File: config.mk
export PLATFORM = sky130hd
export DESIGN_NAME = if_fetch_ctrl
export DESIGN_NICKNAME = d
export VERILOG_FILES = /design/src/rtl/if_fetch_ctrl_pkg.sv /design/src/rtl/if_fifo.sv /design/src/rtl/if_fetch_ctrl.sv
export SDC_FILE = /design/constraint.sdc
export NUM_CORES = 1
export LEC_CHECK = 0
export BUFFER_PORTS_ARGS = -buffer_cell sky130_fd_sc_hd__buf_2
export CAP_MARGIN = 20
export CORE_MARGIN = 2
export CORE_UTILIZATION = 40
export DETAILED_ROUTE_END_ITERATION = 8
export PLACE_DENSITY = 0.66
export SYNTH_ARGS = -nofsm -noshare
export SYNTH_HDL_FRONTEND = slang
export SYNTH_SLANG_ARGS = --single-unit
File: constraint.sdc
create_clock -name cpu_clk -period 11.5 [get_ports cpu_clk]
set_input_delay 0.575 -clock cpu_clk [delete_from_list [all_inputs] [get_ports cpu_clk]]
set_output_delay 0.575 -clock cpu_clk [all_outputs]
set_load 0.02 [all_outputs]
File: src/rtl/if_fetch_ctrl_pkg.sv
// Shared types and constants for the instruction-fetch controller.
// Entry layouts for the in-flight tag FIFO and the fetch buffer.
package if_fetch_ctrl_pkg;

    localparam logic [31:0] DEF_RESET_PC = 32'h0000_0000;
    localparam logic [31:0] INST_NOP     = 32'h0000_0013;
    localparam int unsigned EPOCH_W      = 1;

    typedef struct packed {
        logic [EPOCH_W-1:0] epoch;
        logic [31:0]        pc;
    } tag_t;

    typedef struct packed {
        logic [31:0] pc;
        logic [31:0] inst;
    } fetch_t;

    function automatic logic [31:0] word_align(input logic [31:0] addr);
        return addr & ~32'h3;
    endfunction

endpackage

File: src/rtl/if_fifo.sv
// Synchronous FIFO with registered storage, flush, and occupancy count.
// Push is accepted when full only if a pop frees a slot in the same cycle.
module if_fifo #(
    parameter int unsigned WIDTH = 32,
    parameter int unsigned DEPTH = 2,
    localparam int unsigned PTR_W = $clog2(DEPTH),
    localparam int unsigned CNT_W = PTR_W + 1
) (
    input  logic             clk,
    input  logic             rst,
    input  logic             flush,
    input  logic             push,
    input  logic             pop,
    input  logic [WIDTH-1:0] wdata,
    output logic [WIDTH-1:0] rdata,
    output logic             full,
    output logic             empty,
    output logic [CNT_W-1:0] count
);

    logic [WIDTH-1:0] mem [DEPTH];
    logic [PTR_W-1:0] wr_ptr;
    logic [PTR_W-1:0] rd_ptr;
    logic             do_push;
    logic             do_pop;

    assign full    = (count == CNT_W'(DEPTH));
    assign empty   = (count == '0);
    assign do_pop  = pop & ~empty;
    assign do_push = push & (~full | do_pop);
    assign rdata   = mem[rd_ptr];

    always_ff @(posedge clk) begin
        if (rst || flush) begin
            wr_ptr <= '0;
            rd_ptr <= '0;
            count  <= '0;
        end else begin
            if (do_push) wr_ptr <= wr_ptr + 1'b1;
            if (do_pop)  rd_ptr <= rd_ptr + 1'b1;
            count <= count + CNT_W'(do_push) - CNT_W'(do_pop);
        end
    end

    always_ff @(posedge clk) begin
        if (do_push) mem[wr_ptr] <= wdata;
    end

endmodule

File: src/rtl/if_fetch_ctrl.sv
// Fetch-stage PC owner: issues imem requests under a credit limit, tags them
// with an epoch so pre-redirect responses are dropped, and buffers results for ID.
module if_fetch_ctrl
    import if_fetch_ctrl_pkg::*;
#(
    parameter logic [31:0] RESET_PC  = DEF_RESET_PC,
    parameter int unsigned BUF_DEPTH = 2
) (
    input  logic        cpu_clk,
    input  logic        cpu_rst,
    input  logic        ex_is_jump,
    input  logic [31:0] ex_npc,
    input  logic        id_stall,
    output logic        imem_req_valid,
    input  logic        imem_req_ready,
    output logic [31:0] imem_addr,
    input  logic        imem_resp_valid,
    input  logic [31:0] imem_resp_data,
    output logic        id_valid,
    output logic [31:0] id_inst,
    output logic [31:0] id_pc,
    output logic [31:0] id_pc4,
    output logic        flush_id
);

    localparam int unsigned    CNT_W      = $clog2(BUF_DEPTH) + 1;
    localparam logic [CNT_W:0] CREDIT_MAX = BUF_DEPTH[CNT_W:0];

    logic [31:0]        pc;
    logic [EPOCH_W-1:0] epoch;

    tag_t             tag_in;
    tag_t             tag_head;
    fetch_t           buf_in;
    fetch_t           buf_head;
    logic             tag_full, tag_empty;
    logic             buf_full, buf_empty;
    logic [CNT_W-1:0] inflight;
    logic [CNT_W-1:0] buf_count;
    logic [CNT_W:0]   credit_used;
    logic             can_issue;
    logic             accept;
    logic             resp_pop;
    logic             resp_keep;
    logic             id_pop;

    // Buffered entries hold credit too, so a stalled ID throttles issue and nothing overflows.
    assign credit_used    = {1'b0, inflight} + {1'b0, buf_count};
    assign can_issue      = (credit_used < CREDIT_MAX) & ~tag_full & ~buf_full;
    assign imem_req_valid = can_issue & ~ex_is_jump & ~cpu_rst;
    assign imem_addr      = pc;
    assign accept         = imem_req_valid & imem_req_ready;

    // A response landing in a redirect cycle still carries the pre-flip epoch.
    assign resp_pop  = imem_resp_valid & ~tag_empty;
    assign resp_keep = resp_pop & (tag_head.epoch == epoch) & ~ex_is_jump;

    assign tag_in = '{epoch: epoch, pc: pc};
    assign buf_in = '{pc: tag_head.pc, inst: imem_resp_data};

    assign id_valid = ~buf_empty;
    assign id_pop   = id_valid & ~id_stall;
    assign id_inst  = id_valid ? buf_head.inst : INST_NOP;
    assign id_pc    = buf_head.pc;
    assign id_pc4   = id_pc + 32'd4;
    assign flush_id = ex_is_jump;

    if_fifo #(
        .WIDTH ($bits(tag_t)),
        .DEPTH (BUF_DEPTH)
    ) u_tag_fifo (
        .clk   (cpu_clk),
        .rst   (cpu_rst),
        .flush (1'b0),
        .push  (accept),
        .pop   (resp_pop),
        .wdata (tag_in),
        .rdata (tag_head),
        .full  (tag_full),
        .empty (tag_empty),
        .count (inflight)
    );

    if_fifo #(
        .WIDTH ($bits(fetch_t)),
        .DEPTH (BUF_DEPTH)
    ) u_fetch_buf (
        .clk   (cpu_clk),
        .rst   (cpu_rst),
        .flush (ex_is_jump),
        .push  (resp_keep),
        .pop   (id_pop),
        .wdata (buf_in),
        .rdata (buf_head),
        .full  (buf_full),
        .empty (buf_empty),
        .count (buf_count)
    );

    always_ff @(posedge cpu_clk) begin
        if (cpu_rst) begin
            pc    <= RESET_PC;
            epoch <= '0;
        end else if (ex_is_jump) begin
            pc    <= word_align(ex_npc);
            epoch <= ~epoch;
        end else if (accept) begin
            pc <= pc + 32'd4;
        end
    end

endmodule
==> impl_summary.txt <==
----------------------------------------------------
[Power]
  Power per cell area ... 166.9 nW/um2
  Leakage component of the power ... 4.386 nW
  Max rail drop VDD ... 85.00 uV

[Worst setup path]
  CP Data Required Time ... 10930 ps
  Crit Path Category ... flop to output pin
  Cells along the critical path ... buf_4 -> mux2i_1 -> a211o_1 -> or4_1 -> nor3_2 -> xor2_1 -> buf_2
  Largest stage delay, worst path ... 790 ps
  Crit end category ... output pin
  Worst flop-to-flop path startpoint ... u_fetch_buf.count[0]$_SDFF_PP0_
  Crit path launch type ... flop
  Endpoint of the worst register-to-register path ... imem_addr[26]$_SDFFE_PP0P_
  Register-to-Register Path Depth ... 10
  Capture point of the critical path ... id_pc4[31]
  Largest fanout on the critical path ... 67
  R2r setup slk ... 8480 ps
  Data arrival at the endpoint of the critical path ... 3660 ps
  Cell with the biggest individual delay on the critical path ... sky130_fd_sc_hd__buf_4

[STA]
  Final Max Tran Viols ... 0
  Final Critical Period ... 4231 ps
  Worst slew margin relative to its limit ... 35.78%
  Final total negative setup slack ... 0 ps
  Period Utilization, post-route ... 36.79%
  Final Hold Vio Count ... 0
  Setup Viol. Count Final ... 0
  Worst-case hold slack ... 248.0 ps
  Peak Freq ... 0.2363 GHz
  Setup repair after global routing missed its margin ... no
  Worst Setup Slack, final ... 7269 ps
  Clk_skew ... 11.19 ps
  Actual slew at the worst max-slew pin ... 959.8 ps

[Synthesis]
  Count of flip-flops with a built-in enable after synthesis ... 186
  Synthesis warning total ... 0
  Fraction of synthesis flops using an asynchronous set or reset pin ... 0%
  Mapped Area ... 9901 um2
  Library cells used by synthesis ... 63
  Flops & latches, synth ... 227
  Number of standard cells after synthesis ... 726
  Post-synthesis average cell area ... 13.64 um2
  Primary FF master, synth ... sky130_fd_sc_hd__edfxtp_1
  Proportion of synthesized chip area in sequential cells ... 64.70%

[Drt]
  Avg Vias per Cell ... 5.028
  Post-route antenna net violation count ... 0
  Wirelength per Cell ... 16.94 um
  Iteration-0 DRC Markers ... 369
  DRC Markers ... 0
  Vias post-DR ... 6345
  Detailed-router iteration count before antenna repair ... 5
  Total routed wirelength ... 21380 um

[Cells and area]
  Final cell count without fillers ... 1262
  Commonest cells after routing, fill and taps aside ... sky130_fd_sc_hd__buf_2 (192), sky130_fd_sc_hd__edfxtp_1 (186), sky130_fd_sc_hd__nor2_1 (59)
  Share of post-route cells with drive strength above 1 ... 33.58%
  Number of nets at the end of the flow ... 996
  Layout-stage area growth over the synthesis result ... 21.66%
  Most common cell after layout, fill and taps aside ... sky130_fd_sc_hd__buf_2
  Antenna cell count ... 0

[Global route]
  Number of antenna violations at the first check in global routing ... 0
  Vias in the first global route ... 6043
  Gr usage total ... 16.12%
  Maximum number of pins on one net before global-route repair ... 68
  Global-route wire length before repair ... 33290 um
  Total gr overflow ... 0

[Clock network]
  Number of levels the H-tree was split into ... 1
  Clk buf depth ... 3
  Number of sinks driven by the clock tree ... 227
  Post-CTS Hold Fix Bufs ... 0
  CTS clk-pin slew, worst paths ... 60 ps
  CTS tree ... yes
  Total CTS buffers ... 25
  Post-CTS setup repair buffer count ... 0
  Clk_lat worst skew ... 520 ps
  Resize count post-CTS ... 0
  Buffer type at the clock tree root ... sky130_fd_sc_hd__clkbuf_16

[Flow run]
  Max Cap Violations ... 0

[Place]
  Final RePlAce weighted congestion ... 0.7905
  IO Port Bufs ... 192
  Detailed-placement wirelength estimate ... 14450 um
  Placed instance count ... 1216
  Worst slack after detailed placement ... 7806 ps

[Floorplan]
  Die area ... 26030 um2
  Die Wd ... 161.3 um
  Die Height ... 161.3 um
  Top-level I/O count ... 201
  Effective utilization at floorplan ... 40.71%
  Core Area ... 24320 um2
  Num rows ... 57

[Worst hold path]
  Hold Crit Class ... input port to flop

[Run status]
  Outcome ... finished clean

----------------------------------------------------
-- worst min path at each step --
stage	from	end	slack (ps)	depth (start not counted)
5_1_grt	imem_resp_data[16]	u_fetch_buf.mem[1][16]$_DFFE_PP_	230	1
2_1_floorplan	u_tag_fifo.rd_ptr$_SDFFE_PP0P_	flop	470	2
3_5_place_dp	u_tag_fifo.rd_ptr$_SDFFE_PP0P_	u_tag_fifo.rd_ptr$_SDFFE_PP0P_	500	2
6_report	imem_resp_data[28]	u_fetch_buf.mem[0][28]$_DFFE_PP_	250	1
4_1_cts	imem_resp_data[16]	u_fetch_buf.mem[0][16]$_DFFE_PP_	230	1
3_3_place_gp	u_tag_fifo.rd_ptr$_SDFFE_PP0P_	flop	480	2
-- critical path, delay by kind of cell (launching register included) --
family / cells / cell delay (ps)
buffers and inverters: 2 / 970
AO/OA/AOI/OAI: 1 / 410
flip-flops: 1 / 500
AND/OR/NAND/NOR: 2 / 670
multiplexers: 1 / 380
XOR/XNOR: 1 / 160
-- flip-flops by register name, indices dropped and copies added, names as in the netlist, named ones only --
name and flops:
epoch 1, imem_addr 30, u_fetch_buf.count 2, u_fetch_buf.mem 124, u_fetch_buf.rd_ptr 1, u_fetch_buf.wr_ptr 1
u_tag_fifo.count 2, u_tag_fifo.mem 62, u_tag_fifo.rd_ptr 1, u_tag_fifo.wr_ptr 1
-- metrics by stage --
step	utilization [%]	area, um2	power (mW)
after floorplan	-	9920	1.115
after global placement	45.90	11160	1.179
after detailed placement	45.90	11160	1.183
after CTS	49.53	12050	2.034
after global routing	49.53	12050	2.090
final	49.53	12050	2.010
-- synthesized netlist by cell type (all sizes together), types with 11 or more instances --
library cell | instances | share of area (%)
a21oi | 16 | 0.81
a31oi | 15 | 0.95
buf | 21 | 1.4
clkbuf | 19 | 0.73
dfxtp | 41 | 8.3
edfxtp | 186 | 56
inv | 20 | 0.76
mux2 | 52 | 5.9
mux2i | 43 | 4.3
nand2 | 44 | 1.7
nand3 | 25 | 1.6
nand4 | 19 | 1.4
nor2 | 61 | 2.3
nor3 | 11 | 0.61
o21ai | 18 | 0.91
xnor2 | 24 | 2.1
xor2 | 15 | 1.3
-- power by group --
part,internal [mW],switching [mW],leakage (nW)
combinational,0.0803,0.126,1.93
sequential,0.935,0.0228,2.03
clock,0.536,0.309,0.429
-- logic make-up after synthesis --
group | share of synthesized area, %
simple gates | 12.21
mux | 10.26
flops | 64.70
xor+xnor | 3.450
buf+inv | 2.856
compound gates | 5.523
fa+ha+maj | 0.9604
other cells | 0.03788
-- metal layers --
metal / wire length, um / vias up / track usage (%)
li1: - / 3101 / -
met1: 9888 / 3006 / 23.24
met2: 9776 / 210 / 25.45
met3: 1340 / 28 / 3.030
met4: 374 / 0 / 3.653
met5: 0 / - / 0
-- layout make-up --
class / instances / area, um2
tap: 324 / 405.4
clock buffer: 31 / 648.1
timing repair buffer: 201 / 1028
multi-input combinational: 444 / 3243
clock inverter: 15 / 235.2
fill: 2182 / 12270
inverter: 20 / 75.07
sequential: 227 / 6410
No activity file was read; power rests on OpenSTA's default activity.
